===== src/rtl/rgb_gray_pkg.sv =====
// Shared definitions for the RGB-to-gray host: FSM encoding, pixel channel
// positions and the converter's fixed latency.
package rgb_gray_pkg;

  typedef enum logic [1:0] {
    IDLE  = 2'd0,
    ISSUE = 2'd1,
    WAIT  = 2'd2
  } state_t;

  localparam int R_MSB = 23;
  localparam int G_MSB = 15;
  localparam int B_MSB = 7;

  // Cycles from converter input_valid to its output_valid pulse
  localparam int CV_LAT = 5;

endpackage


===== src/rtl/gray_out_fifo.sv =====
// Small synchronous FIFO holding {last, gray} results; head is presented from
// registers, and a read and a write in the same cycle are allowed even when full.
module gray_out_fifo #(
  parameter int WIDTH = 9,
  parameter int DEPTH = 4
) (
  input  logic                     clk,
  input  logic                     rst,
  input  logic                     wr_en,
  input  logic [WIDTH-1:0]         wr_data,
  input  logic                     rd_en,
  output logic [WIDTH-1:0]         rd_data,
  output logic [$clog2(DEPTH):0]   count
);

  localparam int PTR_W = $clog2(DEPTH);
  localparam int CW    = PTR_W + 1;

  logic [WIDTH-1:0] mem [DEPTH];
  logic [PTR_W-1:0] wr_ptr;
  logic [PTR_W-1:0] rd_ptr;
  logic             do_wr;
  logic             do_rd;

  assign do_rd   = rd_en && (count != '0);
  assign do_wr   = wr_en && ((count < CW'(DEPTH)) || do_rd);
  // Head is forced to zero when empty so stale entries never leak out after reset
  assign rd_data = (count != '0) ? mem[rd_ptr] : '0;

  always_ff @(posedge clk) begin
    if (do_wr) begin
      mem[wr_ptr] <= wr_data;
    end
  end

  always_ff @(posedge clk or posedge rst) begin
    if (rst) begin
      wr_ptr <= '0;
      rd_ptr <= '0;
      count  <= '0;
    end else begin
      if (do_wr) begin
        wr_ptr <= wr_ptr + PTR_W'(1);
      end
      if (do_rd) begin
        rd_ptr <= rd_ptr + PTR_W'(1);
      end
      if (do_wr && !do_rd) begin
        count <= count + CW'(1);
      end else if (!do_wr && do_rd) begin
        count <= count - CW'(1);
      end
    end
  end

endmodule


===== src/rtl/rgb_to_gray_host.sv =====
// Drives one pixel at a time into the multi-cycle RGB-to-gray converter and
// queues results on an output stream, with a watchdog on converter replies.
module rgb_to_gray_host
  import rgb_gray_pkg::*;
#(
  parameter int FIFO_DEPTH = 4,
  parameter int TIMEOUT    = 15,
  parameter int CNT_W      = 16
) (
  input  logic             clk,
  input  logic             rst,
  input  logic             s_valid,
  output logic             s_ready,
  input  logic [23:0]      s_rgb,
  input  logic             s_last,
  output logic             cv_valid,
  output logic [7:0]       cv_r,
  output logic [7:0]       cv_g,
  output logic [7:0]       cv_b,
  input  logic             cv_done,
  input  logic [7:0]       cv_gray,
  output logic             m_valid,
  input  logic             m_ready,
  output logic [7:0]       m_gray,
  output logic             m_last,
  output logic             busy,
  output logic             err,
  output logic [CNT_W-1:0] pix_cnt
);

  localparam int WAIT_W = $clog2(TIMEOUT + 1);
  localparam int FCNT_W = $clog2(FIFO_DEPTH) + 1;

  state_t              state;
  state_t              state_nxt;
  logic [23:0]         hold_rgb;
  logic                hold_last;
  logic [WAIT_W-1:0]   wait_cnt;
  logic [FCNT_W-1:0]   fifo_cnt;
  logic [8:0]          fifo_dout;
  logic                accept;
  logic                fifo_wr;
  logic                fifo_rd;
  logic                timeout;

  // Accepting only in IDLE with room left means the WAIT write can never overflow
  assign s_ready  = (state == IDLE) && (fifo_cnt < FCNT_W'(FIFO_DEPTH));
  assign accept   = s_valid && s_ready;
  assign cv_valid = (state == ISSUE);
  assign cv_r     = hold_rgb[R_MSB -: 8];
  assign cv_g     = hold_rgb[G_MSB -: 8];
  assign cv_b     = hold_rgb[B_MSB -: 8];
  assign fifo_wr  = (state == WAIT) && cv_done;
  assign timeout  = (state == WAIT) && !cv_done && (wait_cnt == WAIT_W'(TIMEOUT - 1));
  assign fifo_rd  = m_valid && m_ready;
  assign m_valid  = (fifo_cnt != '0);
  assign m_last   = fifo_dout[8];
  assign m_gray   = fifo_dout[7:0];
  assign busy     = (state != IDLE) || m_valid;

  always_ff @(posedge clk or posedge rst) begin
    if (rst) begin
      state <= IDLE;
    end else begin
      state <= state_nxt;
    end
  end

  always_comb begin
    state_nxt = state;
    case (state)
      IDLE:    if (accept) state_nxt = ISSUE;
      ISSUE:   state_nxt = WAIT;
      WAIT:    if (cv_done || timeout) state_nxt = IDLE;
      default: state_nxt = IDLE;
    endcase
  end

  always_ff @(posedge clk or posedge rst) begin
    if (rst) begin
      hold_rgb  <= '0;
      hold_last <= 1'b0;
    end else if (accept) begin
      hold_rgb  <= s_rgb;
      hold_last <= s_last;
    end
  end

  // Counter restarts on ISSUE so the watchdog measures only time spent in WAIT
  always_ff @(posedge clk or posedge rst) begin
    if (rst) begin
      wait_cnt <= '0;
    end else if (state == ISSUE) begin
      wait_cnt <= '0;
    end else if (state == WAIT) begin
      wait_cnt <= wait_cnt + WAIT_W'(1);
    end
  end

  always_ff @(posedge clk or posedge rst) begin
    if (rst) begin
      pix_cnt <= '0;
      err     <= 1'b0;
    end else begin
      if (fifo_wr) begin
        pix_cnt <= pix_cnt + CNT_W'(1);
      end
      if (timeout) begin
        err <= 1'b1;
      end
    end
  end

  gray_out_fifo #(
    .WIDTH (9),
    .DEPTH (FIFO_DEPTH)
  ) u_out_fifo (
    .clk     (clk),
    .rst     (rst),
    .wr_en   (fifo_wr),
    .wr_data ({hold_last, cv_gray}),
    .rd_en   (fifo_rd),
    .rd_data (fifo_dout),
    .count   (fifo_cnt)
  );

endmodule


===== config.mk =====
export PLATFORM = sky130hd
export DESIGN_NAME = rgb_to_gray_host
export DESIGN_NICKNAME = d
export VERILOG_FILES = /design/src/rtl/rgb_gray_pkg.sv /design/src/rtl/gray_out_fifo.sv /design/src/rtl/rgb_to_gray_host.sv
export SDC_FILE = /design/constraint.sdc
export NUM_CORES = 1
export LEC_CHECK = 0
export ABC_AREA = 1
export BUFFER_PORTS_ARGS = -buffer_cell sky130_fd_sc_hd__buf_4
export CELL_PAD_IN_SITES_DETAIL_PLACEMENT = 0
export CELL_PAD_IN_SITES_GLOBAL_PLACEMENT = 1
export CORE_MARGIN = 3
export CORE_UTILIZATION = 41
export DETAILED_ROUTE_END_ITERATION = 7
export PLACE_DENSITY_LB_ADDON = 0.1
export SLEW_MARGIN = 20
export SYNTH_ARGS = -nofsm -noshare
export SYNTH_HDL_FRONTEND = slang
export SYNTH_SLANG_ARGS = --single-unit

===== constraint.sdc =====
create_clock -name clk -period 2.5 [get_ports clk]
set_clock_uncertainty 0.15 [all_clocks]
set_input_delay 0 -clock clk [delete_from_list [all_inputs] [get_ports clk]]
set_output_delay 0 -clock clk [all_outputs]
set_load 0.05 [all_outputs]

**Yosys cells after proc, flatten, opt, wreduce, memory -nomap -nowiden**

Memories as Yosys holds them, arrays and structs flattened.
Index checks and enable logic that the tools add are counted.

- $lt $le $gt $ge: 1
- Equality and inequality tests: 5
- Mux-type cells: 10
- Add/subtract/negate cells: 6
- Reduce and logical (&&, ||, !) cells: 22

Operators by type and width:

| operator | count |
|---|---|
| 16-bit by 1-bit adder with 16-bit output, second input constant | 1 |
| 1-bit logical AND | 10 |
| 9-bit 2-to-1 mux | 1 |
| 4-bit 2-to-1 mux | 2 |
| 3-bit 2-to-1 mux | 2 |
| 2-bit case mux with 3 select lines | 1 |
| 2-bit nonzero test | 3 |
| 2-bit by 1-bit adder with 2-bit output, second input constant | 2 |
| 4-bit by 1-bit adder with 4-bit output, second input constant | 1 |
| 4-bit == test, second input constant | 1 |
| 2-bit 2-to-1 mux | 2 |
| 2-bit inequality test, second input constant | 2 |
| 3-bit by 1-bit adder with 3-bit output, second input constant | 1 |
| 1-bit logical NOT | 3 |
| 1-bit logical OR | 3 |
| 3-bit < comparator, second input constant | 1 |
| 3-bit nonzero test | 1 |
| 3-bit by 1-bit subtractor with 3-bit output, second input constant | 1 |
| 2-bit by 1-bit == test with 1-bit output, second input constant | 1 |
| 2-bit == test, second input constant | 1 |
| 2-bit logical NOT | 1 |
| 1-bit 2-to-1 mux | 2 |
| 2-bit AND reduction | 1 |

- RAM bits: 36
- Memories: 1
- Register bits: 55

Memories:

| memory | depth | width | rd ports | clocked after memory_dff | write ports | line | text |
|---|---|---|---|---|---|---|---|
| u_out_fifo.mem | 4 | 9 | 1 | 0 | 1 | gray_out_fifo.sv:19 | `logic [WIDTH-1:0] mem [DEPTH];` |

**Logic depth before layout (Yosys ltp)**

- Word-level depth: 9
- Mapped depth: 12

**By module**

Synthesis repeated with hierarchy kept, for this count alone.

- Cells, all modules: 456
- Area, all modules: 4,236.6 µm²

By module, submodules not included:

| module | seq. area each (µm²) | cells each | area each (µm²) | times used |
|---|---|---|---|---|
| rgb_to_gray_host | 1,201.2 | 262 | 2,270.9 | 1 |
| gray_out_fifo | 1,256.2 | 194 | 1,965.6 | 1 |

**Least setup slack after synthesis**

No wires, ideal clock.

- Path kind: flip-flop to flip-flop
- Start point: reg state[0]
- End point: reg u_out_fifo.count[2]
- Data required time: 2.219 ns
- Period minus slack after synthesis: 2.240 ns
- Setup time: 0.131 ns
- Path buffers: 0
- Stages on the path, launching flop included: 13
- Arrival time: 1.960 ns
- Setup slack: 0.260 ns
- Cell sequence: dfrtp_1 -> inv_1 -> ha_1 -> nand2_4 -> inv_2 -> o21ai_2 -> inv_2 -> ha_1 -> inv_1 -> fa_1 -> a21oi_1 -> o21ai_0 -> xor2_1

- Word-level cells in the longest chain between the ends: 6
- Elaborated cells between the ends (all ways): 8
- Classes of those cells: eq/ne: 1; mux: 1; reduce/logical: 6

RTL lines:

| item | line | text |
|---|---|---|
| start: declaration | rgb_to_gray_host.sv:34 | `state_t state;` |
| start signal: assignment | rgb_to_gray_host.sv:65 | `state <= state_nxt;` |
| 2-bit == test (*) | rgb_to_gray_host.sv:53 | `assign fifo_wr = (state == WAIT) && cv_done;` |
| 1-bit logical AND (*) | rgb_to_gray_host.sv:53 |  |
| 1-bit logical AND (*) | gray_out_fifo.sv:26 | `assign do_wr = wr_en && ((count < CW'(DEPTH)) \|\| do_rd);` |
| named net u_out_fifo.do_wr | gray_out_fifo.sv:22 | `logic do_wr;` |
| 1-bit logical NOT | gray_out_fifo.sv:50 | `end else if (!do_wr && do_rd) begin` |
| 1-bit logical AND | gray_out_fifo.sv:50 |  |
| 2-bit nonzero test (no source line) | -- |  |
| end signal: assignment | gray_out_fifo.sv:49 | `count <= count + CW'(1);` |
| end signal: assignment | gray_out_fifo.sv:51 | `count <= count - CW'(1);` |
| end: declaration | gray_out_fifo.sv:13 | `output logic [$clog2(DEPTH):0] count` |

The timed path passes the listed nets; every way through them passes the cells marked *.
A chain may end at the register's enable or synchronous reset.

**Worst setup path in the final report**

- Start point: reg state[1]
- End point: reg hold_rgb[3]

- Word-level cells in the longest chain between the ends: 3

RTL lines:

| item | line | text |
|---|---|---|
| 2-bit logical NOT | rgb_to_gray_host.sv:47 | `assign s_ready = (state == IDLE) && (fifo_cnt < FCNT_W'(FIFO_DEPTH));` |
| 1-bit logical AND | rgb_to_gray_host.sv:47 |  |
| 1-bit logical AND | rgb_to_gray_host.sv:48 | `assign accept = s_valid && s_ready;` |
| end signal: assignment | rgb_to_gray_host.sv:84 | `hold_rgb <= s_rgb;` |
| end: declaration | rgb_to_gray_host.sv:36 | `logic [23:0] hold_rgb;` |

No other way between the ends.

==> results_dict.tcl <==
set metrics [dict create \
    nets 609 \
    hold_class "primary input to async pin" \
    vdd_drop_max_mv 0.8224 \
    grt_pass1_wl_um 15630 \
    grt_usage 0.1769 \
    synth_cell_type_count 34 \
    cts_buffer_depth 2 \
    avgSynthCellArea_um2 10.14 \
    max-cap-violations 0 \
    via_per_inst 4.578 \
    dp_hpwl_um 5858 \
    synth_seq_area_share 0.6138 \
    p_leak_nw 2.773 \
    post-cts-setup-buffers 0 \
    fillers 801 \
    routabilityCongestion 0.7524 \
    fin_crit_ns 2.303 \
    place_area_mm2 0.004868 \
    outcome "complete, no violations" \
    die_x_um 104.8 \
    drt_wl_total_um 9025 \
    final_area_mm2 0.005694 \
    remaining_drc_errors 0 \
    cts_buffers 9 \
    antenna_cells 0 \
    clock-root-buffer "clkbuf_8" \
    synth.net_count 446 \
    cp_max_fo 27 \
    clock_sinks 91 \
    clock_latency_ns 0.36 \
    vias 3168 \
    ioPinCount 92 \
    layout_commonest_cell "nand2_1" \
    synthesis.area_mm2 0.004004 \
    overflow 0 \
    yosys-top-cells-area "dfrtp_1, edfxtp_1, nand2_1" \
    fin_hold_ws_ns 0.1280 \
    grt_max_degree 29 \
    postRouteAntennaNets 0 \
    fmax_mhz 434.2 \
    synth_top_area_frac 0.3438 \
    htreeDepth 3 \
    dieArea_mm2 0.01099 \
    layout_common_cells "nand2_1, buf_4, dlygate4sd3_1" \
    grt_pass1_vias 3230 \
    coreArea_mm2 0.009371 \
    drtIter0Drc 123 \
    antenna_found_initial 0 \
    syn_inst 395 \
    drt_pre_antenna_iters 4 \
    worstPathArrival_ns 2.46 \
    crit_path_end_kind "flop" \
    syn_to_final_growth_pct 42.22 \
    rsz0062_at_grt "false" \
    cts_tree "built" \
    wl_per_cell_um 13.04 \
    timing.final.crit_share 0.9212 \
    tns_ns 0 \
    synth_top_area_cell "dfrtp_1" \
    slew_headroom 0.5701 \
    stdcell_count 692 \
    portBuffers 91 \
    dp_cells 615 \
    yosysWarningCount 0 \
    criticalPathCategory "flop to flop" \
    power_density_mw_per_mm2 1190 \
    final_max_slew_viol_count 0 \
    cp.required_ns 2.65 \
    num_rows 35 \
    clk_pin_slew_ns 0.10 \
    drive_above_1_share 0.2487 \
    die_y_um 104.8 \
    tightest_slew_ns 0.6439 \
    startpoint_type "flop" \
    ys_seq_elements 91 \
    timing.final.setup_violations 0 \
    start_util 0.4272 \
    hold_viol 0 \
]
## worst max-delay path, stage by stage, from the launching register on
cell and delay (ns):
dfrtp_1 0.43, inv_1 0.12, ha_1 0.17, inv_1 0.07, nor2_4 0.13, nand2_4 0.23, inv_8 0.22, nand2_1 0.08
nand2_1 0.06, dlygate4sd3_1 0.56
## flip-flops by register name, indices dropped and copies added, names as in the netlist, 2 cells and up
| signal | cells |
|---|---|
| u_out_fifo.wr_ptr | 2 |
| u_out_fifo.rd_ptr | 2 |
| u_out_fifo.mem | 36 |
| state | 2 |
| hold_rgb | 24 |
| wait_cnt | 4 |
| u_out_fifo.count | 3 |
| pix_cnt | 16 |
## repair_timing
action,CTS,global route
endpoints found under the setup margin,0,25
hold buffers,61,0
hold endpoints to repair,95,0
resized for setup,0,7
## stage by stage
stage	setup WS (ns)	power, mW	util
global route	0.02483	7.244	0.6076
detailed placement	0.1622	5.479	0.5195
CTS	0.04868	6.809	0.6055
global placement	0.2279	5.439	0.5195
floorplan	0.2596	4.531	-
finish	0.1969	6.776	0.6076
## layout make-up
cell class	instances	area (um2)	area share
sequential	91	2457	0.4316
multi-input combinational	261	1375	0.2415
timing repair buffer	160	1366	0.2399
tap	129	161.4	0.02835
inverter	35	138.9	0.02439
clock buffer	9	123.9	0.02175
clock inverter	7	71.32	0.01252
## cell usage after synthesis, drive strengths merged
cell type and n:
dfrtp 55, buf 6, mux2 1, clkbuf 2, clkinv 1, ha 12
o21ai 23, xnor2 5, fa 1, xor2 10, nor2 57, nand2 119
and2 1, nand3 8, a21oi 14, o21bai 1, nand4 2, nand3b 2
edfxtp 36, nor3 3, nor3b 1, inv 34, a31oi 1
## power by group
part           internal (mW)  total (mW)  switching, mW
Clock                  0.388       0.965          0.576
Sequential              1.92        2.18          0.256
Combinational           1.28        3.64           2.36
Total                   3.58        6.78           3.19
## path summary, 6_finish.rpt
check,from,end,slack [ns],cells past startpoint
min in group clk,cv_gray[3],u_out_fifo.mem[3][3],0.22,2
setup reg to reg,state[1],hold_rgb[3],0.20,9
hold reg to reg,err,err,0.34,1
setup / recovery,state[1],hold_rgb[3],0.20,9
max in group asynchronous,rst,u_out_fifo.rd_ptr[1],1.49,4
hold / removal,rst,hold_rgb[3],0.13,3
## per-layer routing
metal  track usage  wire (um)
met5             0          0
met2        0.2956       4419
met3       0.03644        400
met4       0.06748        152
met1        0.2261       4053
## cell families (layout without fill, tap and decap cells)
kind of cell,after synthesis,count (layout),share of synthesized area
multiplexers,1,1,0.002812
flip-flops,91,91,0.6138
AND/OR/NAND/NOR,193,193,0.2116
adder cells (fa/ha/maj),13,13,0.04250
XOR/XNOR,15,15,0.03281
buffers and inverters,43,211,0.04594
AO/OA/AOI/OAI,39,39,0.05063
No activity file was read; power rests on OpenSTA's default activity.
